==> src/rtl/dvs_ravens_pkg.sv <==
// rtl/dvs_ravens_pkg.sv - shared types and constants for the DVS-to-Ravens event path
//
// Purpose: default widths for DVS address-event capture, the {ts, addr} event
// record and the capture FSM state encoding.
package dvs_ravens_pkg;

  localparam int AER_ADDR_W     = 16;
  localparam int TS_W           = 16;
  localparam int EVT_FIFO_DEPTH = 8;

  // One captured camera event: timestamp in the upper bits, AER address below.
  typedef struct packed {
    logic [TS_W-1:0]       ts;
    logic [AER_ADDR_W-1:0] addr;
  } dvs_evt_t;

  typedef enum logic [1:0] {
    IDLE   = 2'd0,
    ACK_HI = 2'd1,
    STALL  = 2'd2
  } aer_cap_state_t;

endpackage

==> src/rtl/dvs_ravens_aer_capture_if.sv <==
// rtl/dvs_ravens_aer_capture_if.sv - camera AER handshake plus arbiter req/grant bundle
//
// Purpose: groups the camera-side 4-phase handshake and the arbiter-side
// request/grant/data signals of one capture stage.
// Signals: aer_req, aer_addr (camera -> stage), aer_ack (stage -> camera),
//          req, evt_data (stage -> arbiter), grant (arbiter -> stage).
// Modports: master = the capture stage, slave = camera/arbiter side.
interface dvs_ravens_aer_capture_if #(
  parameter int ADDR_W = 16,
  parameter int TS_W   = 16
);

  logic                     aer_req;
  logic [ADDR_W-1:0]        aer_addr;
  logic                     aer_ack;
  logic                     req;
  logic                     grant;
  logic [TS_W+ADDR_W-1:0]   evt_data;

  modport master (
    input  aer_req, aer_addr, grant,
    output aer_ack, req, evt_data
  );

  modport slave (
    output aer_req, aer_addr, grant,
    input  aer_ack, req, evt_data
  );

endinterface

==> src/rtl/dvs_ravens_evt_fifo.sv <==
// rtl/dvs_ravens_evt_fifo.sv - synchronous event FIFO with occupancy counter
//
// Purpose: buffers dvs_evt_t-shaped words between capture and drain.
// Ports: clk, rst_n (async active-low), push/push_data, pop/pop_data (head,
//        combinational read), full, empty, level (0..DEPTH).
// DEPTH must be a power of two so the pointers wrap naturally.
module dvs_ravens_evt_fifo #(
  parameter int W     = 32,
  parameter int DEPTH = 8,
  localparam int AW   = $clog2(DEPTH)
) (
  input  logic          clk,
  input  logic          rst_n,
  input  logic          push,
  input  logic [W-1:0]  push_data,
  input  logic          pop,
  output logic [W-1:0]  pop_data,
  output logic          full,
  output logic          empty,
  output logic [AW:0]   level
);

  localparam logic [AW:0] FULL_LVL = (AW+1)'(DEPTH);

  logic [W-1:0]  mem [DEPTH];
  logic [AW-1:0] wr_ptr;
  logic [AW-1:0] rd_ptr;
  logic          do_push;
  logic          do_pop;

  assign full     = (level == FULL_LVL);
  assign empty    = (level == '0);
  assign do_push  = push && !full;
  assign do_pop   = pop && !empty;
  assign pop_data = mem[rd_ptr];

  always_ff @(posedge clk) begin
    if (do_push) mem[wr_ptr] <= push_data;
  end

  always_ff @(posedge clk or negedge rst_n) begin
    if (!rst_n) begin
      wr_ptr <= '0;
      rd_ptr <= '0;
      level  <= '0;
    end else begin
      if (do_push) wr_ptr <= wr_ptr + 1'b1;
      if (do_pop)  rd_ptr <= rd_ptr + 1'b1;
      case ({do_push, do_pop})
        2'b10:   level <= level + 1'b1;
        2'b01:   level <= level - 1'b1;
        default: level <= level;
      endcase
    end
  end

endmodule

==> src/rtl/dvs_ravens_aer_capture.sv <==
// rtl/dvs_ravens_aer_capture.sv - DVS AER handshake capture, timestamping and arbiter drain
//
// Purpose: completes the 4-phase AER handshake with the camera, tags each
// event with a free-running timestamp, buffers it and offers it to one
// arbiter req/grant pair.
// Ports: clk, rst_n (async active-low); bus (master modport: aer_req,
//        aer_addr, aer_ack, req, grant, evt_data); fifo_level (occupancy);
//        drop_cnt (saturating dropped-event count); clr_drop (sync clear).
module dvs_ravens_aer_capture #(
  parameter int ADDR_W       = dvs_ravens_pkg::AER_ADDR_W,
  parameter int TS_W         = dvs_ravens_pkg::TS_W,
  parameter int FIFO_DEPTH   = dvs_ravens_pkg::EVT_FIFO_DEPTH,
  parameter int SYNC_STAGES  = 2,
  parameter int DROP_ON_FULL = 1,
  localparam int LVL_W       = $clog2(FIFO_DEPTH) + 1
) (
  input  logic                    clk,
  input  logic                    rst_n,
  dvs_ravens_aer_capture_if.master bus,
  output logic [LVL_W-1:0]        fifo_level,
  output logic [7:0]              drop_cnt,
  input  logic                    clr_drop
);

  import dvs_ravens_pkg::*;

  logic [SYNC_STAGES-1:0] sync_q;
  logic                   req_s;
  logic [TS_W-1:0]        ts_q;
  aer_cap_state_t         state_q;
  aer_cap_state_t         state_d;
  logic                   ack_q;
  logic                   ack_d;
  logic                   push;
  logic                   drop;
  logic                   pop;
  logic                   fifo_full;
  logic                   fifo_empty;

  // aer_req is asynchronous; aer_addr is not synchronized because the camera
  // holds it stable until our ack, so it is settled by the time req_s rises.
  always_ff @(posedge clk or negedge rst_n) begin
    if (!rst_n) sync_q <= '0;
    else        sync_q <= {sync_q[SYNC_STAGES-2:0], bus.aer_req};
  end
  assign req_s = sync_q[SYNC_STAGES-1];

  always_ff @(posedge clk or negedge rst_n) begin
    if (!rst_n) ts_q <= '0;
    else        ts_q <= ts_q + 1'b1;
  end

  // fifo_full reflects the registered level, so a pop in the same cycle
  // never opens room for a push: no pass-through when full.
  always_comb begin
    state_d = state_q;
    ack_d   = ack_q;
    push    = 1'b0;
    drop    = 1'b0;
    case (state_q)
      IDLE: begin
        if (req_s) begin
          if (!fifo_full) begin
            push    = 1'b1;
            ack_d   = 1'b1;
            state_d = ACK_HI;
          end else if (DROP_ON_FULL != 0) begin
            drop    = 1'b1;
            ack_d   = 1'b1;
            state_d = ACK_HI;
          end else begin
            state_d = STALL;
          end
        end
      end
      STALL: begin
        if (!fifo_full) begin
          push    = 1'b1;
          ack_d   = 1'b1;
          state_d = ACK_HI;
        end
      end
      ACK_HI: begin
        if (!req_s) begin
          ack_d   = 1'b0;
          state_d = IDLE;
        end
      end
      default: begin
        ack_d   = 1'b0;
        state_d = IDLE;
      end
    endcase
  end

  always_ff @(posedge clk or negedge rst_n) begin
    if (!rst_n) begin
      state_q <= IDLE;
      ack_q   <= 1'b0;
    end else begin
      state_q <= state_d;
      ack_q   <= ack_d;
    end
  end
  assign bus.aer_ack = ack_q;

  always_ff @(posedge clk or negedge rst_n) begin
    if (!rst_n)                         drop_cnt <= '0;
    else if (clr_drop)                  drop_cnt <= '0;
    else if (drop && drop_cnt != 8'hFF) drop_cnt <= drop_cnt + 8'd1;
  end

  assign bus.req = !fifo_empty;
  assign pop     = bus.req && bus.grant;

  dvs_ravens_evt_fifo #(
    .W     (TS_W + ADDR_W),
    .DEPTH (FIFO_DEPTH)
  ) u_fifo (
    .clk       (clk),
    .rst_n     (rst_n),
    .push      (push),
    .push_data ({ts_q, bus.aer_addr}),
    .pop       (pop),
    .pop_data  (bus.evt_data),
    .full      (fifo_full),
    .empty     (fifo_empty),
    .level     (fifo_level)
  );

endmodule

==> src/flat_wrapper.sv <==
// flat-port wrapper written by rule: the top's interface ports become plain ports
module dvs_ravens_aer_capture_flat import dvs_ravens_pkg::*;
#(
  parameter int ADDR_W       = dvs_ravens_pkg::AER_ADDR_W,
  parameter int TS_W         = dvs_ravens_pkg::TS_W,
  parameter int FIFO_DEPTH   = dvs_ravens_pkg::EVT_FIFO_DEPTH,
  parameter int SYNC_STAGES  = 2,
  parameter int DROP_ON_FULL = 1,
  localparam int LVL_W       = $clog2(FIFO_DEPTH) + 1
)
  (clk, rst_n, fifo_level, drop_cnt, clr_drop, bus_aer_req, bus_aer_addr, bus_grant, bus_aer_ack, bus_req, bus_evt_data);
  dvs_ravens_aer_capture_if #(.ADDR_W(ADDR_W), .TS_W(TS_W)) bus_i ();
  input  logic clk;
  input  logic rst_n;
  output logic [LVL_W-1:0] fifo_level;
  output logic [7:0] drop_cnt;
  input  logic clr_drop;
  input wire logic [$bits(bus_i.aer_req)-1:0] bus_aer_req;
  input wire logic [$bits(bus_i.aer_addr)-1:0] bus_aer_addr;
  input wire logic [$bits(bus_i.grant)-1:0] bus_grant;
  output wire logic [$bits(bus_i.aer_ack)-1:0] bus_aer_ack;
  output wire logic [$bits(bus_i.req)-1:0] bus_req;
  output wire logic [$bits(bus_i.evt_data)-1:0] bus_evt_data;
  assign bus_i.aer_req = bus_aer_req;
  assign bus_i.aer_addr = bus_aer_addr;
  assign bus_i.grant = bus_grant;
  assign bus_aer_ack = bus_i.aer_ack;
  assign bus_req = bus_i.req;
  assign bus_evt_data = bus_i.evt_data;
  dvs_ravens_aer_capture #(.ADDR_W(ADDR_W), .TS_W(TS_W), .FIFO_DEPTH(FIFO_DEPTH), .SYNC_STAGES(SYNC_STAGES), .DROP_ON_FULL(DROP_ON_FULL)) u_core (.clk(clk), .rst_n(rst_n), .bus(bus_i), .fifo_level(fifo_level), .drop_cnt(drop_cnt), .clr_drop(clr_drop));
endmodule
==> config.mk <==
export PLATFORM = sky130hd
export DESIGN_NAME = dvs_ravens_aer_capture_flat
export DESIGN_NICKNAME = d
export VERILOG_FILES = /design/src/rtl/dvs_ravens_pkg.sv /design/src/rtl/dvs_ravens_aer_capture_if.sv /design/src/rtl/dvs_ravens_evt_fifo.sv /design/src/rtl/dvs_ravens_aer_capture.sv /design/src/flat_wrapper.sv
export SDC_FILE = /design/constraint.sdc
export NUM_CORES = 1
export LEC_CHECK = 0
export CAP_MARGIN = 20
export CORE_MARGIN = 4
export CORE_UTILIZATION = 45
export CTS_BUF_LIST = sky130_fd_sc_hd__clkbuf_4 sky130_fd_sc_hd__clkbuf_8 sky130_fd_sc_hd__clkbuf_16
export CTS_CLUSTER_DIAMETER = 80
export DETAILED_ROUTE_END_ITERATION = 7
export PLACE_DENSITY_LB_ADDON = 0.3
export SYNTH_ARGS = -nofsm -noshare
export SYNTH_HDL_FRONTEND = slang
export SYNTH_HIERARCHICAL = 1
export SYNTH_SLANG_ARGS = --single-unit
export TNS_END_PERCENT = 5
==> constraint.sdc <==
create_clock -name clk -period 3.9 [get_ports clk]
set_clock_uncertainty 0.1 [all_clocks]
set_input_delay 0.975 -clock clk [delete_from_list [all_inputs] [get_ports clk]]
set_output_delay 0.975 -clock clk [all_outputs]
set_load 0.01 [all_outputs]
==> impl_metrics.csv <==
group,metric,value,unit
status,status,"complete, no violations",
worst_setup_path,cp_cell_sequence,"buf_12 -> mux4_1 -> mux2_2 -> clkdlybuf4s50_1",
worst_setup_path,path_class,"reg2out",
worst_setup_path,startpoint_type,"register",
global_route,grt_pass1_wl,34.1,mm
route,dr.pass1.iters,4,
route,drt-total-wl,21.5,mm
clock_tree,cts_resized,0,
placed_design,placed_area,12800,µm²
placed_design,place_congestion,0.753,
route,met3_length,958,µm
sta,min_period,3720,ps
final_layout,final_cells,991,
synth,synth_area_per_cell,21.3,µm²
run,maxCapViolCount,0,
synth,synth-seq-cells,293,
pwr,p_per_area,679,nW/µm²
worst_setup_path,r2r_cells,9,
route,top_layer_used,"met4",
placed_design,hpwlAfterDp,11.5,mm
die,die_y,169,µm
worst_setup_path,r2r-start,"u_core/u_fifo/level[3]$_DFFE_PN0P_",
synth,yosysSeqAreaShare,74.2,%
worst_setup_path,worst-path-buf-inv,2,
worst_setup_path,critPathArrivalTime,2640,ps
die,chipWidth,169,µm
route,vias,5479,
placed_design,dp_cells,934,
final_layout,fill_cells,1933,
sta,hold_viol_final,0,
clock_tree,cts.sinks,293,
pwr,ir_worst_vdd,409,µV
synth,synth_edf_count,256,
clock_tree,root_buffer,"clkbuf_16",
worst_setup_path,max_stage_delay,570,ps
sta,slew_headroom,40.4,%
die,rows,58,
worst_setup_path,path_depth,4,
worst_setup_path,critPathTopFamily,"multiplexers",
sta,grt_setup_unrepaired,"false",
worst_setup_path,r2r_slack,710,ps
sta,worst_slack,183,ps
die,initial_core_util,46.0,%
route,avgRoutedWirePerCell,21.7,µm
final_layout,final_area,13800,µm²
worst_setup_path,startpoint,"u_core/u_fifo/rd_ptr[0]$_DFFE_PN0P_",
final_layout,area_growth,18.9,%
global_route,grt_pass1_vias,5952,
global_route,grt_max_degree,65,
final_layout,final_nets,667,
clock_tree,htree_levels,1,
synth,synthArstFlopShare,12.6,%
worst_setup_path,r2r-end,"u_core/u_fifo/level[3]$_DFFE_PN0P_",
final_layout,regArea,8620,µm²
synth,ys.flop_type,"edfxtp_1",
final_layout,layout-drive-gt1-share,26.6,%
route,wirelength_met1,9.43,mm
sta,whs,261,ps
route,vias_per_cell,5.53,
clock_tree,insertion_delay,540,ps
synth,syn_area,11600,µm²
die,coreArea,25300,µm²
clock_tree,cts.clk_slew.worst_paths,60,ps
sta,fmax,269,MHz
pwr,leakagePower,4.81,nW
die,dieArea,28400,µm²
synth,yosys_warnings,6,
sta,slew_violations,0,
placed_design,port_buffers,66,
clock_tree,cts_tree,"built",
clock_tree,cts_buffers,29,
sta,setup_viol,0,
clock_tree,cts_buffer_depth,3,
synth,synth_cell_type_count,52,
route,antenna_left,0,
worst_setup_path,slowest_stage,"mux4_1",
placed_design,pre_cts_ws,379,ps
final_layout,multi_input_area,2850,µm²
worst_setup_path,endpoint,"bus_evt_data[3]",
final_layout,diodes,0,
hold_path,hold_class,"reg2reg",
sta,tns,0,ps
worst_setup_path,cp.required,2820,ps
global_route,overflow,0,
route,wl_met2,10.7,mm
global_route,antenna_found_initial,0,
route,drc,0,
worst_setup_path,cp-end-kind,"primary output",
sta,worstMarginPinSlew,894,ps
global_route,grtUsageTotal,15.4,%
worst_setup_path,cp_max_fo,21,
die,ios,67,
sta,finalCritPeriodShare,95.3,%
route,drt-initial-drc-count,413,
synth,syn-num-nets,575,
synth,synth_cells,546,
-- per-stage QoR --
| stage | util [%] | power [W] |
|---|---|---|
| after global routing | 54.7 | 0.00981 |
| after floorplan | - | 0.00551 |
| after global placement | 50.5 | 0.00647 |
| final | 54.7 | 0.00938 |
| after detailed placement | 50.5 | 0.00653 |
| after CTS | 54.6 | 0.00950 |
-- Yosys cell counts (2+ instances only) --
cell type  count  area [µm²]
and2_1         2        12.5
nor3b_1        4        30.0
buf_1          5        18.8
edfxtp_1     256        7690
nand2_1       10        37.5
clkbuf_1       7        26.3
buf_8          2        30.0
nor3_1         5        25.0
inv_1         11        41.3
mux4_2        44         991
and3_1         3        18.8
buf_2          3        15.0
nand2b_1       2        12.5
mux4_1        20         526
ha_1           7        87.6
nand3_2        4        40.0
buf_12         2        40.0
mux2_2        34         383
xnor2_1       12         105
xor2_1         8        70.1
buf_6          3        33.8
o21ai_0        5        25.0
a21oi_1        4        20.0
or3_1          2        12.5
mux2i_1        3        30.0
or4b_1         2        20.0
nand3_1       11        55.1
nand4_1        4        25.0
nor3_2         2        20.0
nor2_1        11        41.3
dfrtp_1       37         926
-- cell families (layout without fill, tap and decap cells) --
| kind of cell | after synthesis | after routing | synth area share [%] |
|---|---|---|---|
| and+or+nand+nor | 72 | 72 | 3.86 |
| muxes | 101 | 101 | 16.6 |
| xor gates and xnor gates | 21 | 21 | 1.65 |
| buffers and inverters | 34 | 149 | 1.80 |
| AOI/OAI and AO/OA | 17 | 17 | 0.970 |
| adders and majority gates | 8 | 8 | 0.927 |
| DFF | 293 | 293 | 74.2 |
-- sequential cells by signal, summed over array words and instances, names as in the netlist --
register	flops
u_core/ts_q	16
u_core/sync_q	2
u_core/u_fifo/level	4
u_core/u_fifo/wr_ptr	3
u_core/drop_cnt	8
u_core/u_fifo/rd_ptr	3
u_core/u_fifo/mem	256
u_core/bus.aer_ack	1
-- power by group --
group | switching, W | leakage [nW] | internal, W
sequential | 0.000158 | 2.92 | 0.00366
clock | 0.00111 | 0.521 | 0.00181
combinational | 0.00118 | 1.37 | 0.00145
total | 0.00245 | 4.81 | 0.00692
-- worst register-to-register path: cells and delay by family (launching register included) --
kind | cells | cell delay (ps)
AND/OR/NAND/NOR | 4 | 1450
adder cells (fa/ha/maj) | 2 | 730
flip-flops | 1 | 450
AO/OA/AOI/OAI | 2 | 260
buffers and inverters | 1 | 70
-- cells in the final DEF, fill, tap and decap left out, drive strengths merged, types with 2 or more instances in the layout --
cell type and n:
nor3 7, edfxtp 256, nand2b 2, o21ai 6, a21oi 4, dfrtp 37
nor2 11, nand3 15, clkinv 6, mux4 64, xnor2 13, xor2 8
and2 2, nand4 5, ha 7, buf 18, mux2i 3, inv 14
nor3b 5, bufinv 5, mux2 34, nand2 11, clkbuf 41, clkdlybuf4s50 65
or3 2, and3 4, and4 2, or4b 2
-- metal layers --
layer | track usage (%) | vias up
met3 | 2.57 | 30
li1 | - | 2427
met5 | 0 | -
met1 | 21.8 | 2882
met2 | 25.8 | 140
met4 | 3.00 | 0
-- final cells by class --
cell class | instances | share of cell area (%)
clock buffers | 41 | 6.00
clock inverters | 13 | 1.43
inverters | 12 | 0.326
multi-input cells | 219 | 20.6
flip-flops and latches | 293 | 62.4
well taps | 330 | 2.99
repair buffers | 83 | 6.15
-- worst min path at each step --
stage / slack, ps / start / cells past startpoint / to
3_3_place_gp: 240 / u_core/sync_q[0]$_DFF_PN0_ / 0 / u_core/sync_q[1]$_DFF_PN0_
2_1_floorplan: 230 / u_core/sync_q[0]$_DFF_PN0_ / 0 / u_core/sync_q[1]$_DFF_PN0_
5_1_grt: 270 / u_core/sync_q[0]$_DFF_PN0_ / 0 / u_core/sync_q[1]$_DFF_PN0_
6_report: 260 / u_core/sync_q[0]$_DFF_PN0_ / 0 / u_core/sync_q[1]$_DFF_PN0_
3_5_place_dp: 240 / u_core/sync_q[0]$_DFF_PN0_ / 0 / u_core/sync_q[1]$_DFF_PN0_
4_1_cts: 270 / u_core/sync_q[0]$_DFF_PN0_ / 0 / u_core/sync_q[1]$_DFF_PN0_
-- what timing repair did --
action,in CTS,in global routing
buffers inserted,1,2
pin swaps,0,0
endpoints found under the setup margin,23,1
hold buffers,0,0
Power figures use the tool's default switching activity.
